[src/rtl/mul_unit_pipelined_tagged.sv]
// Pipelined, tagged RV32M/RV64M multiply unit (MUL, MULH, MULHSU, MULHU).
// An operation accepted in cycle N lands in an in-order first-word-fall-through
// FIFO at the edge ending cycle N+MUL_CYCLES-1. Issue credits count both pipeline
// and FIFO occupancy, so the FIFO never overflows and the pipeline never stalls.
//
// Ports:
//   clk, rst        clock, synchronous active-high reset
//   issue_valid/ready, issue_op, issue_rs1, issue_rs2, issue_id   issue side
//   flush           synchronous discard of everything in flight or buffered
//   wb_valid, wb_data, wb_id, wb_accepted                         writeback side
//   inflight        pipeline + FIFO occupancy
module mul_unit_pipelined_tagged #(
    parameter int unsigned XLEN       = 32,
    parameter int unsigned MUL_CYCLES = 2,
    parameter int unsigned FIFO_DEPTH = 4,
    parameter int unsigned ID_WIDTH   = 3
) (
    input  logic                              clk,
    input  logic                              rst,
    input  logic                              issue_valid,
    output logic                              issue_ready,
    input  logic [1:0]                        issue_op,
    input  logic [XLEN-1:0]                   issue_rs1,
    input  logic [XLEN-1:0]                   issue_rs2,
    input  logic [ID_WIDTH-1:0]               issue_id,
    input  logic                              flush,
    output logic                              wb_valid,
    output logic [XLEN-1:0]                   wb_data,
    output logic [ID_WIDTH-1:0]               wb_id,
    input  logic                              wb_accepted,
    output logic [$clog2(FIFO_DEPTH+1)-1:0]   inflight
);

    localparam int unsigned CNT_W = $clog2(FIFO_DEPTH + 1);
    localparam int unsigned PTR_W = $clog2(FIFO_DEPTH);

    logic             accept;
    logic             pop;
    logic             push;
    logic             a_signed;
    logic             b_signed;
    logic [2*XLEN-1:0] a_ext;
    logic [2*XLEN-1:0] b_ext;
    logic [2*XLEN-1:0] prod0;

    logic                last_valid;
    logic [1:0]          last_op;
    logic [ID_WIDTH-1:0] last_id;
    logic [2*XLEN-1:0]   last_prod;
    logic [XLEN-1:0]     push_data;

    logic [CNT_W-1:0] inflight_q, inflight_d;
    logic [CNT_W-1:0] count_q, count_d;
    logic [PTR_W-1:0] wr_ptr_q, rd_ptr_q;

    logic [XLEN-1:0]     data_mem [FIFO_DEPTH];
    logic [ID_WIDTH-1:0] id_mem   [FIFO_DEPTH];

    assign issue_ready = (inflight_q < CNT_W'(FIFO_DEPTH));
    assign wb_valid    = (count_q != '0);
    assign accept      = issue_valid & issue_ready & ~flush;
    assign pop         = wb_accepted & wb_valid & ~flush;

    // Operand extension: A signed for MULH/MULHSU, B signed only for MULH.
    // The full 2*XLEN product of the extended operands is exact modulo 2^(2*XLEN).
    always_comb begin
        a_signed = (issue_op == 2'b01) || (issue_op == 2'b10);
        b_signed = (issue_op == 2'b01);
        a_ext    = {{XLEN{a_signed & issue_rs1[XLEN-1]}}, issue_rs1};
        b_ext    = {{XLEN{b_signed & issue_rs2[XLEN-1]}}, issue_rs2};
        prod0    = a_ext * b_ext;
    end

    // MUL_CYCLES-1 register stages follow the combinational first stage; the FIFO
    // write is the final edge. Retiming is expected to spread the multiplier across them.
    if (MUL_CYCLES == 1) begin : g_direct
        assign last_valid = accept;
        assign last_op    = issue_op;
        assign last_id    = issue_id;
        assign last_prod  = prod0;
    end else begin : g_pipe
        localparam int NS = int'(MUL_CYCLES) - 1;
        logic                vld  [NS];
        logic [1:0]          op   [NS];
        logic [ID_WIDTH-1:0] tag  [NS];
        logic [2*XLEN-1:0]   prod [NS];

        always_ff @(posedge clk) begin
            if (rst || flush) begin
                for (int i = 0; i < NS; i++) vld[i] <= 1'b0;
            end else begin
                vld[0] <= accept;
                for (int i = 1; i < NS; i++) vld[i] <= vld[i-1];
            end
        end

        always_ff @(posedge clk) begin
            op[0]   <= issue_op;
            tag[0]  <= issue_id;
            prod[0] <= prod0;
            for (int i = 1; i < NS; i++) begin
                op[i]   <= op[i-1];
                tag[i]  <= tag[i-1];
                prod[i] <= prod[i-1];
            end
        end

        assign last_valid = vld[NS-1];
        assign last_op    = op[NS-1];
        assign last_id    = tag[NS-1];
        assign last_prod  = prod[NS-1];
    end

    assign push      = last_valid & ~flush;
    assign push_data = (last_op == 2'b00) ? last_prod[XLEN-1:0] : last_prod[2*XLEN-1:XLEN];

    function automatic logic [PTR_W-1:0] next_ptr(input logic [PTR_W-1:0] p);
        return (p == PTR_W'(FIFO_DEPTH - 1)) ? '0 : p + 1'b1;
    endfunction

    always_comb begin
        inflight_d = inflight_q;
        count_d    = count_q;
        unique case ({accept, pop})
            2'b10:   inflight_d = inflight_q + 1'b1;
            2'b01:   inflight_d = inflight_q - 1'b1;
            default: inflight_d = inflight_q;
        endcase
        unique case ({push, pop})
            2'b10:   count_d = count_q + 1'b1;
            2'b01:   count_d = count_q - 1'b1;
            default: count_d = count_q;
        endcase
    end

    always_ff @(posedge clk) begin
        if (rst || flush) begin
            inflight_q <= '0;
            count_q    <= '0;
            wr_ptr_q   <= '0;
            rd_ptr_q   <= '0;
        end else begin
            inflight_q <= inflight_d;
            count_q    <= count_d;
            if (push) wr_ptr_q <= next_ptr(wr_ptr_q);
            if (pop)  rd_ptr_q <= next_ptr(rd_ptr_q);
        end
    end

    // Storage needs no reset: entries are only visible through count_q.
    always_ff @(posedge clk) begin
        if (push) begin
            data_mem[wr_ptr_q] <= push_data;
            id_mem[wr_ptr_q]   <= last_id;
        end
    end

    assign wb_data  = data_mem[rd_ptr_q];
    assign wb_id    = id_mem[rd_ptr_q];
    assign inflight = inflight_q;

endmodule
[config.mk]
export PLATFORM = sky130hd
export DESIGN_NAME = mul_unit_pipelined_tagged
export DESIGN_NICKNAME = d
export VERILOG_FILES = /design/src/rtl/mul_unit_pipelined_tagged.sv
export SDC_FILE = /design/constraint.sdc
export NUM_CORES = 2
export LEC_CHECK = 0
export BUFFER_PORTS_ARGS = -buffer_cell sky130_fd_sc_hd__buf_2
export CAP_MARGIN = 40
export CORE_ASPECT_RATIO = 1.25
export CORE_UTILIZATION = 60
export CTS_BUF_LIST = sky130_fd_sc_hd__clkbuf_16
export DETAILED_ROUTE_END_ITERATION = 10
export HOLD_SLACK_MARGIN = 0.06
export PLACE_DENSITY = 0.84
export SYNTH_ARGS = -nofsm -noshare
export SYNTH_HDL_FRONTEND = slang
export SYNTH_SLANG_ARGS = --single-unit
[constraint.sdc]
create_clock -name clk -period 8.4 [get_ports clk]
set_input_delay 0.84 -clock clk [delete_from_list [all_inputs] [get_ports clk]]
set_output_delay 0.84 -clock clk [all_outputs]
set_load 0.02 [all_outputs]
## Word level (Yosys, flattened, before mapping)

Memories as Yosys holds them, arrays and structs flattened. A register that Yosys moved wholly into a read port is not among the register bits.
Cells that the tools add are included.

- Register bits: 10
- Memory bits (writable): 210
- Logic and storage cells: 57
- Memories kept: 6

- Add/sub/neg operators: 6
- Multiply operators: 1
- $lt $le $gt $ge: 1
- Equality and inequality tests: 8
- Multiplexer cells: 16
- Bitwise operators: 8
- Reduce and logical (&&, ||, !) cells: 7

Memories:

| memory | words | bits a word | read ports | clocked after Yosys merged registers in | wr ports | line | text |
|---|---|---|---|---|---|---|---|
| data_mem | 4 | 32 | 1 | 1 | 1 | 56 | `logic [XLEN-1:0] data_mem [FIFO_DEPTH];` |
| g_pipe.prod | 1 | 64 | 1 | 0 | 1 | 86 | `logic [2*XLEN-1:0] prod [NS];` |
| id_mem | 4 | 3 | 1 | 1 | 1 | 57 | `logic [ID_WIDTH-1:0] id_mem [FIFO_DEPTH];` |
| g_pipe.tag | 1 | 3 | 1 | 0 | 1 | 85 | `logic [ID_WIDTH-1:0] tag [NS];` |
| g_pipe.op | 1 | 2 | 1 | 0 | 1 | 84 | `logic [1:0] op [NS];` |
| g_pipe.vld | 1 | 1 | 1 | 0 | 1 | 83 | `logic vld [NS];` |

Operators with widths:

| kind | count |
|---|---|
| $mul A33 B33 Y64 | 1 |
| $mux W32 | 1 |
| $mux W2 | 6 |
| $pmux W3 S2 | 2 |
| $eq A2 B2 Y1 const B | 5 |
| $and A1 B1 Y1 | 7 |
| $mux W1 | 7 |
| $add A3 B1 Y3 const B | 2 |
| $eq A2 B1 Y1 const B | 3 |
| $sub A3 B1 Y3 const B | 2 |
| $add A2 B1 Y2 const B | 2 |
| $reduce_bool A2 Y1 | 2 |
| $lt A3 B3 Y1 const B | 1 |
| $reduce_bool A3 Y1 | 1 |
| $logic_not A2 Y1 | 1 |
| $logic_or A1 B1 Y1 | 2 |
| $not A1 Y1 | 1 |
| $reduce_or A1 Y1 | 1 |

## Depth between registers and ports, before layout

- Depth after elaboration: 5
- Depth in mapped cells: 32

## Worst setup path after synthesis

OpenSTA, ideal clock, no wires.

- Path kind: in2reg
- Start point: input port issue_op[1]
- End point: memory g_pipe.prod[0][60] in the netlist's numbering
- Library setup time: 72 ps
- Arrival: 8273 ps
- Required time: 8328 ps
- Slack: 55 ps
- Stages: 29
- Cells stage by stage: inv_1 > ha_1 > nor2b_1 > clkbuf_1 > nand2_1 > inv_1 > fa_1 > fa_1 > fa_1 > inv_1 > fa_1 > inv_1 > fa_1 > fa_1 > inv_1 > fa_1 > fa_1 > inv_1 > ha_1 > a21o_1 > o21ba_1 > nand2_1 > a31o_1 > a221oi_1 > a21oi_1 > o21ai_1 > a21oi_1 > o41ai_2 > xnor2_1

- Cells in the longest elaborated chain, start to end: 4

RTL lines:

| element | line | text |
|---|---|---|
| start, declared | 22 | `input logic [1:0] issue_op,` |
| $eq A2 B1 Y1 or $eq A2 B2 Y1 (tied branches) | 67, 68 |  |
| $logic_or A1 B1 Y1 | 67 | `a_signed = (issue_op == 2'b01) \|\| (issue_op == 2'b10);` |
| $and A1 B1 Y1 | 69 | `a_ext = {{XLEN{a_signed & issue_rs1[XLEN-1]}}, issue_rs1};` |
| $mul A33 B33 Y64 * | 71 | `prod0 = a_ext * b_ext;` |
| net prod0[60] | 44 | `logic [2*XLEN-1:0] prod0;` |
| end, declared | 86 |  |

Mark *: on every way through the listed nets, which the timed path passes. The rest lies on a longest branch.

## Worst setup path in the final report

- Start point: input port issue_op[0]
- End point: memory g_pipe.prod[0][62] in the netlist's numbering

The elaborated chain is that of the path after synthesis.

==> key figures <==
Cells and area
  • Register area: 5847 um^2
  • Nets: 6181
  • Multi-input combinational cell area: 34250 um^2
  • Layout area overhead: 7.913%
  • Ratio of cells with drive above 1 in the final layout: 10.41%
  • Filler cells: 5584

Global routing
  • First-pass GRT wire length: 193.8 mm
  • Vias in the first global route: 36910
  • GRT overflow: 0
  • Largest net degree at the start of global routing: 36
  • All-Layer GR Usage: 33.06%
  • Antenna violations before repair: 2

Floorplanning
  • Initial Util: 60.71%
  • Die area: 76820 um^2
  • Die height: 309.6 um
  • I/O pins: 114
  • CORE AREA: 74830 um^2
  • Core Rows: 112
  • Die X: 248.1 um

Clocking
  • CTS root buffer: clkbuf_16
  • CTS tree: yes
  • Clock latency on the worst-skew pair: 0.50 ns
  • CTS buffer count: 20
  • Clock tree sinks: 222
  • # H-tree levels: 1
  • Clock transition at path regs: 0.07 ns
  • Cts-stage hold buffer count: 0
  • Post-CTS sizing: 0
  • CTS max path bufs: 3
  • Setup Fix Bufs, Post-CTS: 0

Route
  • Final wirelength: 120.0 mm
  • Met2 wire len: 60.64 mm
  • DRT antenna net count: 0
  • Routed wire length per instance: 20.89 um
  • DRC: 0
  • Total number of vias: 32410
  • Routed vias/inst: 5.642
  • Drt pass-1 iters: 8
  • M1 WL: 41.60 mm
  • Highest Signal Layer: met5
  • Metal3 WL: 10.02 mm
  • Iter 0 DRT Violations: 2241

Synth
  • Mapped Area: 45430 um^2
  • Yosys Warn Count: 0
  • Mean Syn Cell Area: 9.874 um^2
  • Synth Instances: 4601
  • Part of the Yosys area used for sequential elements: 12.87%
  • Asr flop ratio synth: 0%
  • Count of different cell masters after synthesis: 75
  • Post-Syn Nets: 6022
  • Number of synthesized flops with an enable pin: 140
  • Ys flop type: edfxtp_1
  • Number of synthesized register bits: 222

Timing
  • Max Freq: 123.5 MHz
  • RSZ-0062 raised after global routing: false
  • Min cycle time layout: 8.098 ns
  • Clk_skew: 0.01928 ns
  • Tcrit/Tclk final: 96.41%
  • Final Hold Fails: 0
  • Final Setup Violations: 0
  • Hold_ws: 0.4476 ns
  • Slew @ Worst Pin: 0.6656 ns
  • Pins Over Slew Limit: 0
  • Max-slew headroom: 55.62%

Status
  • Outcome: complete, no violations

Setup path
  • Crit. End Element: register
  • CP Max Fanout: 14
  • Worst Path Arrival: 8.53 ns
  • CP startpoint kind: input port
  • Critical Path Most Common Cell: fa_1
  • CP peak stage delay: 0.62 ns
  • Setup Crit Path Kind: input port to register
  • Critical path required time: 8.83 ns
  • Slowest cell on crit path: fa_1

Placement
  • I/O Buffers: 113
  • Final HPWL DP: 101.9 mm
  • Gpl congestion: 0.9769

Worst hold path
  • Hold Crit Class: input port to register

Job
  • Max-cap check violation count: 0
==> synthesized netlist by cell type, drive strengths merged, types with 7 or more instances <==
cell / n / share of area (%)
inv: 1201 / 9.9
fa: 1127 / 50
nand2: 798 / 6.6
and2: 317 / 4.4
ha: 220 / 6.1
clkbuf: 214 / 1.8
edfxtp: 140 / 9.3
dfxtp: 82 / 3.6
a21oi: 73 / 0.83
nor2: 66 / 0.55
xnor2: 51 / 0.98
o21ai: 43 / 0.48
mux4: 35 / 1.7
mux2: 32 / 0.79
xor2: 27 / 0.52
a21o: 25 / 0.41
nand3: 12 / 0.13
nor2b: 12 / 0.17
buf: 11 / 0.12
or2: 11 / 0.15
nor3: 10 / 0.12
nand4: 8 / 0.11
o21bai: 8 / 0.13
nand2b: 7 / 0.096
o211ai: 7 / 0.13
==> metal layers <==
layer | up-vias | track usage, %
li1 | 13560 | -
met1 | 16530 | 38.75
met2 | 1748 | 57.96
met3 | 567 | 5.536
met4 | 2 | 17.54
met5 | - | 0
==> metrics by stage <==
step	util [%]	std cells	setup slack [ns]	setup TNS, ns	instance area [um^2]
2_1_floorplan	-	4601	0.05481	0	45430
3_3_place_gp	64.67	5706	-0.06207	-0.2515	48390
3_5_place_dp	64.69	5707	-0.2680	-2.133	48410
4_1_cts	65.47	5743	0.2431	0	48990
5_1_grt	65.51	5743	0.006935	0	49020
6_report	65.51	5744	0.3016	0	49020
==> cells by family (layout without fill, tap and decap cells) <==
family | after synthesis | after routing | synth area share [%]
buffers and inverters | 1426 | 1599 | 11.81
muxes | 68 | 68 | 2.550
DFF | 222 | 222 | 12.87
AOI/OAI and AO/OA | 201 | 201 | 2.931
xor gates and xnor gates | 78 | 78 | 1.504
adders and majority gates | 1347 | 1347 | 55.72
and+or+nand+nor | 1259 | 1259 | 12.61
other | 0 | 1 | 0
==> final timing paths <==
check | from | endpoint | slack, ns | depth (start not counted)
hold / removal | issue_id[2] | g_pipe.tag[0][2] | 0.45 | 1
setup / recovery | issue_op[0] | g_pipe.prod[0][62] | 0.30 | 29
hold reg to reg | count_q[2] | count_q[2] | 0.49 | 2
setup reg to reg | count_q[0] | count_q[2] | 6.27 | 9
==> registers in the layout, indices dropped and copies added (netlist names), named ones only <==
signal / count
id_mem: 12
g_pipe.tag: 3
g_pipe.prod: 64
rd_ptr_q: 2
g_pipe.vld: 1
inflight: 3
count_q: 3
data_mem: 128
g_pipe.op: 2
wr_ptr_q: 2
==> final cells by class <==
| type | count | share of cell area (%) |
|---|---|---|
| timing repair buffer | 362 | 5.339 |
| tap | 969 | 2.473 |
| sequential | 222 | 11.93 |
| clock buffer | 20 | 1.021 |
| multi-input combinational | 2953 | 69.87 |
| inverter | 1201 | 9.196 |
| clock inverter | 16 | 0.1684 |
| antenna | 1 | 0.005105 |
==> cell usage in the layout (no fill, tap or decap), drive strengths merged, types with 7 or more instances in the layout <==
master	Yosys	routed
xor2	27	27
inv	1201	1212
and2	317	317
nand4	8	8
nor2b	12	12
xnor2	51	51
buf	11	362
mux2	32	32
o21bai	8	8
a21oi	73	73
dfxtp	82	82
nand2b	7	7
or2	11	11
fa	1127	1127
clkbuf	214	20
ha	220	220
mux4	35	35
edfxtp	140	140
nand3	12	12
nand2	798	798
a21o	25	25
o211ai	7	7
nor2	66	66
o21ai	43	43
nor3	10	10
==> critical path, delay by kind of cell <==
kind            cells  cell delay (ns)
compound gates      6             1.22
fa+ha+maj          10             4.84
buf+inv             7             0.62
xor+xnor            1             0.18
simple gates        5             0.81
Power is left out: the tool's default activity adds up to more than one toggle a clock period on the data nets, which glitch-free logic cannot reach.
